[config.mk]
export PLATFORM = sky130hd
export DESIGN_NAME = dff_debounce_edge
export DESIGN_NICKNAME = d
export VERILOG_FILES = /design/src/rtl/dff_pkg.sv /design/src/rtl/sync_chain.sv /design/src/rtl/dff_debounce_edge.sv
export SDC_FILE = /design/constraint.sdc
export NUM_CORES = 1
export LEC_CHECK = 0
export CAP_MARGIN = 20
export CORE_MARGIN = 2
export CORE_UTILIZATION = 44
export CTS_CLUSTER_SIZE = 20
export DETAILED_ROUTE_END_ITERATION = 10
export GPL_ROUTABILITY_DRIVEN = 0
export PLACE_DENSITY = 0.82
export SETUP_SLACK_MARGIN = 0.5
export SYNTH_ARGS = -nofsm -noshare
export SYNTH_HDL_FRONTEND = slang
export SYNTH_SLANG_ARGS = --single-unit
[constraint.sdc]
create_clock -name clk -period 1.7 [get_ports clk]
set_clock_uncertainty 0.2 [all_clocks]
set_input_delay 0.17 -clock clk [delete_from_list [all_inputs] [get_ports clk]]
set_output_delay 0.17 -clock clk [all_outputs]
set_load 0.02 [all_outputs]
[src/rtl/dff_pkg.sv]
`default_nettype none
// ============================================================================
// Module      : dff_pkg
// Description : Shared types and constants for blocks that consume the
//               edge-triggered flip-flop outputs (debouncer state encoding,
//               glitch statistics sizing).
// Revision    : 1.0 - initial release
// ============================================================================
package dff_pkg;

    // Debouncer FSM states: two stable levels, each with a qualifying state
    typedef enum logic [1:0] {
        ST_LOW      = 2'd0,
        ST_CHK_HIGH = 2'd1,
        ST_HIGH     = 2'd2,
        ST_CHK_LOW  = 2'd3
    } dff_db_state_t;

    localparam int                      GLITCH_CNT_W   = 8;
    localparam logic [GLITCH_CNT_W-1:0] GLITCH_CNT_MAX = 8'd255;

endpackage : dff_pkg
`default_nettype wire

[src/rtl/sync_chain.sv]
`default_nettype none
// ============================================================================
// Module      : sync_chain
// Description : 1-bit multi-flop synchronizer with configurable depth and
//               reset value. Brings an asynchronous level into the clk domain.
// Revision    : 1.0 - initial release
// ============================================================================
module sync_chain #(
    parameter int   DEPTH   = 2,
    parameter logic RST_VAL = 1'b0
) (
    input  logic clk,
    input  logic rst,
    input  logic i_d,
    output logic o_q
);

    logic [DEPTH-1:0] r_stages;

    // Shift the asynchronous input through DEPTH flops; stage 0 may go metastable
    always_ff @(posedge clk) begin
        if (rst) begin
            r_stages <= {DEPTH{RST_VAL}};
        end else begin
            r_stages <= {r_stages[DEPTH-2:0], i_d};
        end
    end

    assign o_q = r_stages[DEPTH-1];

endmodule : sync_chain
`default_nettype wire

[src/rtl/dff_debounce_edge.sv]
`default_nettype none
// ============================================================================
// Module      : dff_debounce_edge
// Description : Synchronizes the flip-flop q level, rejects pulses shorter
//               than STABLE_CYCLES enabled samples, and publishes a debounced
//               level, one-cycle rise/fall strobes, a busy flag and a
//               saturating count of rejected glitches.
// Revision    : 1.0 - initial release
// ============================================================================
module dff_debounce_edge
    import dff_pkg::*;
#(
    parameter int   SYNC_STAGES   = 2,
    parameter int   STABLE_CYCLES = 16,
    parameter logic INIT_LEVEL    = 1'b0
) (
    input  logic                    clk,
    input  logic                    rst,
    input  logic                    d_in,
    input  logic                    en,
    input  logic                    clr_stats,
    output logic                    level_out,
    output logic                    rise,
    output logic                    fall,
    output logic                    busy,
    output logic [GLITCH_CNT_W-1:0] glitch_cnt
);

    // Counter only ever needs to reach STABLE_CYCLES-1
    localparam int                c_cnt_w    = $clog2(STABLE_CYCLES);
    localparam logic [c_cnt_w-1:0] c_cnt_one  = c_cnt_w'(1);
    localparam logic [c_cnt_w-1:0] c_cnt_last = c_cnt_w'(STABLE_CYCLES - 1);

    logic                    w_s;
    logic                    w_glitch;

    dff_db_state_t           r_state;
    logic [c_cnt_w-1:0]      r_cnt;
    logic                    r_level;
    logic                    r_rise;
    logic                    r_fall;
    logic                    r_busy;
    logic [GLITCH_CNT_W-1:0] r_glitch_cnt;

    sync_chain #(
        .DEPTH   (SYNC_STAGES),
        .RST_VAL (INIT_LEVEL)
    ) u_sync (
        .clk (clk),
        .rst (rst),
        .i_d (d_in),
        .o_q (w_s)
    );

    // A candidate is rejected when the sample reverts before qualification ends
    assign w_glitch = en && (((r_state == ST_CHK_HIGH) && !w_s) ||
                             ((r_state == ST_CHK_LOW)  &&  w_s));

    // Debounce FSM with qualification counter and registered level/strobes/busy
    always_ff @(posedge clk) begin
        if (rst) begin
            r_state <= INIT_LEVEL ? ST_HIGH : ST_LOW;
            r_cnt   <= '0;
            r_level <= INIT_LEVEL;
            r_rise  <= 1'b0;
            r_fall  <= 1'b0;
            r_busy  <= 1'b0;
        end else begin
            r_rise <= 1'b0;
            r_fall <= 1'b0;
            if (en) begin
                case (r_state)
                    ST_LOW: begin
                        if (w_s) begin
                            r_state <= ST_CHK_HIGH;
                            r_cnt   <= c_cnt_one;
                            r_busy  <= 1'b1;
                        end
                    end
                    ST_CHK_HIGH: begin
                        if (!w_s) begin
                            r_state <= ST_LOW;
                            r_cnt   <= '0;
                            r_busy  <= 1'b0;
                        end else if (r_cnt == c_cnt_last) begin
                            r_state <= ST_HIGH;
                            r_cnt   <= '0;
                            r_level <= 1'b1;
                            r_rise  <= 1'b1;
                            r_busy  <= 1'b0;
                        end else begin
                            r_cnt <= r_cnt + 1'b1;
                        end
                    end
                    ST_HIGH: begin
                        if (!w_s) begin
                            r_state <= ST_CHK_LOW;
                            r_cnt   <= c_cnt_one;
                            r_busy  <= 1'b1;
                        end
                    end
                    ST_CHK_LOW: begin
                        if (w_s) begin
                            r_state <= ST_HIGH;
                            r_cnt   <= '0;
                            r_busy  <= 1'b0;
                        end else if (r_cnt == c_cnt_last) begin
                            r_state <= ST_LOW;
                            r_cnt   <= '0;
                            r_level <= 1'b0;
                            r_fall  <= 1'b1;
                            r_busy  <= 1'b0;
                        end else begin
                            r_cnt <= r_cnt + 1'b1;
                        end
                    end
                    default: begin
                        r_state <= ST_LOW;
                        r_cnt   <= '0;
                        r_busy  <= 1'b0;
                    end
                endcase
            end
        end
    end

    // Saturating glitch statistics; an explicit clear overrides a same-cycle rejection
    always_ff @(posedge clk) begin
        if (rst) begin
            r_glitch_cnt <= '0;
        end else if (clr_stats) begin
            r_glitch_cnt <= '0;
        end else if (w_glitch && (r_glitch_cnt != GLITCH_CNT_MAX)) begin
            r_glitch_cnt <= r_glitch_cnt + 1'b1;
        end
    end

    assign level_out  = r_level;
    assign rise       = r_rise;
    assign fall       = r_fall;
    assign busy       = r_busy;
    assign glitch_cnt = r_glitch_cnt;

endmodule : dff_debounce_edge
`default_nettype wire

# ---- Word level (Yosys, flattened, before mapping)
# Index checks and enable logic that the tools add are counted.
# W data, S select, Z words.
dict set report word_totals {
  out_inout_bits 12
  in_bits 5
  wordCells 66
  ff_bits 20
}
dict set report classes {
  bitwise 4
  eq_ne 13
  muxes 25
  n_reduce_logical 14
  add_sub_neg 2
}
# op count
set op_table {}
lappend op_table {{$mux W4} 5}
lappend op_table {{$pmux W4 S4} 1}
lappend op_table {{$mux W2} 6}
lappend op_table {{$mux W1} 10}
lappend op_table {{$add A8 B1 Y8 const B} 1}
lappend op_table {{$ne A2 B1 Y1 const B} 4}
lappend op_table {{$ne A8 B8 Y1 const B} 1}
lappend op_table {{$pmux W2 S4} 1}
lappend op_table {{$reduce_or A4 Y1} 2}
lappend op_table {{$reduce_and A6 Y1} 1}
lappend op_table {{$reduce_and A5 Y1} 1}
lappend op_table {{$add A4 B1 Y4 const B} 1}
lappend op_table {{$eq A2 B2 Y1 const B} 2}
lappend op_table {{$eq A4 B4 Y1 const B} 1}
lappend op_table {{$logic_and A1 B1 Y1} 4}
lappend op_table {{$ne A2 B2 Y1 const B} 2}
lappend op_table {{$not A1 Y1} 4}
lappend op_table {{$pmux W1 S4} 1}
lappend op_table {{$ne A3 B1 Y1 const B} 1}
lappend op_table {{$ne A3 B3 Y1 const B} 1}
lappend op_table {{$reduce_and A3 Y1} 1}
lappend op_table {{$eq A2 B1 Y1 const B} 1}
lappend op_table {{$logic_not A2 Y1} 1}
lappend op_table {{$pmux W1 S2} 1}
lappend op_table {{4 further kinds} 4}

# ---- Longest topological paths before layout
dict set report depth {
  depth_word 5
  mapped_depth 6
  mapped_depth_nobuf 5
}

# ---- By module
# Synthesis repeated with hierarchy kept, for this count alone.
dict set report unflattened {
  cells_unflattened 107
  area_unflattened_um2 925.9
}
# module area_per_inst_um2 cells_each seq_area_each_um2 n_inst
set modules_own_cells {}
lappend modules_own_cells {dff_debounce_edge 873.3 103 360.3 1}
lappend modules_own_cells {sync_chain 52.6 4 40.0 1}

# ---- Worst setup path after synthesis
# OpenSTA, ideal clock, no wires.
dict set report synth_path {
  kind {register to register}
  from {reg r_glitch_cnt[0], in the netlist glitch_cnt[0]}
  to {reg r_glitch_cnt[1], in the netlist glitch_cnt[1]}
  path_slack_ns -0.042
  required_time_ns 1.376
  synth_period_minus_slack_ns 1.742
  setup_ns 0.124
  stages_incl_launch_ff 7
  arrival_ns 1.417
  path_buffers 1
  path_cell_list {dfxtp_1 ha_1 nand3_1 o2111ai_2 buf_6 mux2i_1 nor2_1}
}
dict set report synth_between {
  elab_chain_len 2
  word_cells_on_any_way 3
  cone_classes {add/sub (1); eq/ne (1); reduce/logical (1)}
}
# element line_no
set synth_rtl {}
lappend synth_rtl {{start, declared} dff_debounce_edge.sv:43} ;# logic [GLITCH_CNT_W-1:0] r_glitch_cnt;
lappend synth_rtl {{start signal, assigned} dff_debounce_edge.sv:134} ;# r_glitch_cnt <= r_glitch_cnt + 1'b1;
lappend synth_rtl {{branches (longest 2 deep; another with $add A8 B1 Y8)} -}
# Parallel ways; which one is timed is not known.
# A chain may end at the register's enable or synchronous reset.

==> impl_results.md <==
- Number of synthesized flops with an enable pin: 0
- Number of diodes: 0
- Type of the most critical hold path: input pin to flip-flop
- Core ar.: 1940 um^2
- Initial core utilization: 46.3%
- Crit end category: flip-flop
- CP arrival: 1.75 ns
- DR pass1 iterations: 4
- DPL Wire Length: 1530 um
- Fin. Hold Viols: 0
- Status: complete, but fails checks
- WL per Instance: 18.9 um
- Final Cycle Share: 101%
- Max FO, Critical Path: 6
- Slowest stage delay, CP: 0.39 ns
- Critical Path RT: 1.73 ns
- Fillers: 101
- Power, Total: 856 uW
- DP Cell Count: 150
- Clock buffer depth: 2
- Least-Margin Pin Slew: 0.292 ns
- WS Path Type: flip-flop to flip-flop
- Final setup violation count: 2
- Die area: 2420 um^2
- PnR worst setup slack: -0.0250 ns
- H-Tree Depth: 1
- Synthesized netlist cell count: 99
- # nets final: 154
- Initial DRC Count: 55
- Buffer and inverter count on the worst path: 0
- Vias per Instance: 6.10
- Placed instance area: 1260 um^2
- Grt ovf: 0
- Post-Syn Nets: 106
- Clock latency on the worst-skew pair: 0.32 ns
- Fin cells: 173
- Num rows: 16
- Avg Synthesized Cell Area: 9.07 um^2
- Post-Syn Area: 898 um^2
- Failing checks: setup timing
- Number of distinct library cells after synthesis: 29
- Seq cells post-synth: 20
- Largest delay share family, worst path: compound AO/OA/AOI/OAI gates
- CTS sink count: 20
- Initial antenna violation count: 0
- Sequential area share after synthesis: 44.6%
- Largest net degree at the start of global routing: 13
- Max_slew headroom: 80.5%
- Multi-input gate area: 697 um^2
- CTS tree: built
- RSZ-0062 raised after global routing: yes
- Top Ports: 17
- Top FF cell, synth: dfxtp_1
- Root buf cell: clkbuf_4
- VDD IR max: 0.550 mV
- Top cell type by total area after synthesis: dfxtp_1
- Fin. max-slew vios: 0
- Die X: 49.2 um
- Via Count: 1056
- Layout cell share with drive strength beyond 1: 64.4%
- Post-route ant nets: 0
- Drt total wl: 3280 um
- GRT Total Usage: 26.3%
- Setup TNS: -0.0377 ns
- CTS buffer count: 3
- Seq. cell area: 439 um^2
- Leakage: 0.584 nW
- Die height: 49.2 um
- CP Launch Type: flip-flop
- Sequence of cells on the critical path: xnor2_4 > o2111ai_4 > or3_1 > a21oi_1
- Slowest CP cell: dfxtp_4
- F_max: 580 MHz
- DRC violations left: 0
- PortBufs: 16
- Async set or reset register ratio after synthesis: 0%
- Area Overhead vs Synth: 83.8%
- Max_cap viols: 0
- Top area cells in the synthesized netlist: dfxtp_1, a21oi_1, nand3_1
- Yosys warns: 0
- Pwr Density: 518 nW/um^2
- First-pass GRT wire length: 4660 um
- Area share of the largest cell type after synthesis: 44.6%
- Dpl ws: -0.147 ns
- Fin area: 1650 um^2
- Via count of the first global-routing pass: 954
- Clock-pin slew on the worst setup and hold paths: 0.12 ns
- Tmin final: 1.73 ns
stage by stage:
step	hold slack (ns)	util (%)
3_5_place_dp	0.231	65.1
6_report	0.205	85.1
5_1_grt	0.230	85.1
2_1_floorplan	0.0319	-
3_3_place_gp	0.216	65.1
4_1_cts	0.217	79.3
worst paths after layout:
path | from | endpoint | slack, ns | depth (start not counted)
worst max-delay path | flip-flop | glitch_cnt[4]$_SDFFE_PP0P_ | -0.03 | 4
worst min-delay path | d_in | u_sync.r_stages[0]$_SDFF_PP0_ | 0.21 | 2
worst max register to register | flip-flop | glitch_cnt[4]$_SDFFE_PP0P_ | -0.03 | 4
worst min register to register | u_sync.r_stages[0]$_SDFF_PP0_ | u_sync.r_stages[1]$_SDFF_PP0_ | 0.25 | 1
synth_stat cells, types with 2 or more instances:
master	count
a21oi_1	13
clkbuf_1	3
dfxtp_1	20
ha_1	2
mux2i_1	3
nand2_1	7
nand3_1	7
nand4_1	3
nor2_1	5
nor2b_1	3
nor4b_1	2
o21ai_0	7
o31ai_1	3
or3_1	3
or4_1	3
xor2_1	2
metal layers:
layer,up-vias,track usage (%),wire length (um)
met2,60,44.6,1640
met1,515,32.4,1350
met5,-,0,0
met4,0,12.9,103
li1,464,-,-
met3,17,3.99,184
cells by family after synthesis:
| logic type | count (synthesis) | share of synthesized area (%) |
|---|---|---|
| buffers and inverters | 6 | 3.34 |
| flip-flops | 20 | 44.6 |
| AND/OR/NAND/NOR | 36 | 21.7 |
| adder cells (fa/ha/maj) | 2 | 2.79 |
| AO/OA/AOI/OAI | 28 | 19.2 |
| XOR/XNOR | 3 | 3.76 |
| multiplexers | 4 | 4.60 |
registers in the layout (all words and copies together) (netlist names), named ones only:
register and cells:
fall 1, r_cnt 4, r_state 1, glitch_cnt 8, rise 1, busy 1, u_sync.r_stages 2, level_out 1
what timing repair did:
| item | CTS | global route |
|---|---|---|
| endpoints found under the setup margin | 30 | 29 |
| resized for setup | 96 | 21 |
| hold buffers | 0 | 0 |
| buffers inserted | 13 | 5 |
| pin swaps | 19 | 12 |
| gates cloned | 1 | 0 |
cell usage in the layout (no fill, tap or decap), types with 2 or more instances in the layout:
cell              n
nand2_1           5
o21ai_2           2
nand4_1           3
dfxtp_2           7
nand2_2           2
o2111ai_4         2
ha_4              2
dfxtp_4           8
nand3_4           2
or4_1             2
o31ai_1           3
o21ai_0           4
or3_1             2
buf_4            21
nor4b_4           2
dfxtp_1           5
clkbuf_4          3
nor2_1            5
mux2i_1           3
a21oi_1           4
clkdlybuf4s50_1   3
buf_6            20
a21oi_2           9
nand3_1           4
nor2b_1           3
cell type report:
type                            count  area share, %
Multi-Input combinational cell     74           42.2
Clock buffer                        4           2.20
Sequential cell                    20           26.6
Inverter                            1          0.227
Tap cell                           27           2.05
Timing Repair Buffer               47           26.7
power by group:
part	leakage, nW	internal (mW)	total (mW)	switching (mW)
Sequential	0.172	0.463	0.468	0.00492
Combinational	0.391	0.0452	0.0942	0.0490
Clock	0.0210	0.131	0.294	0.163
(Power assumes the default switching activity.)
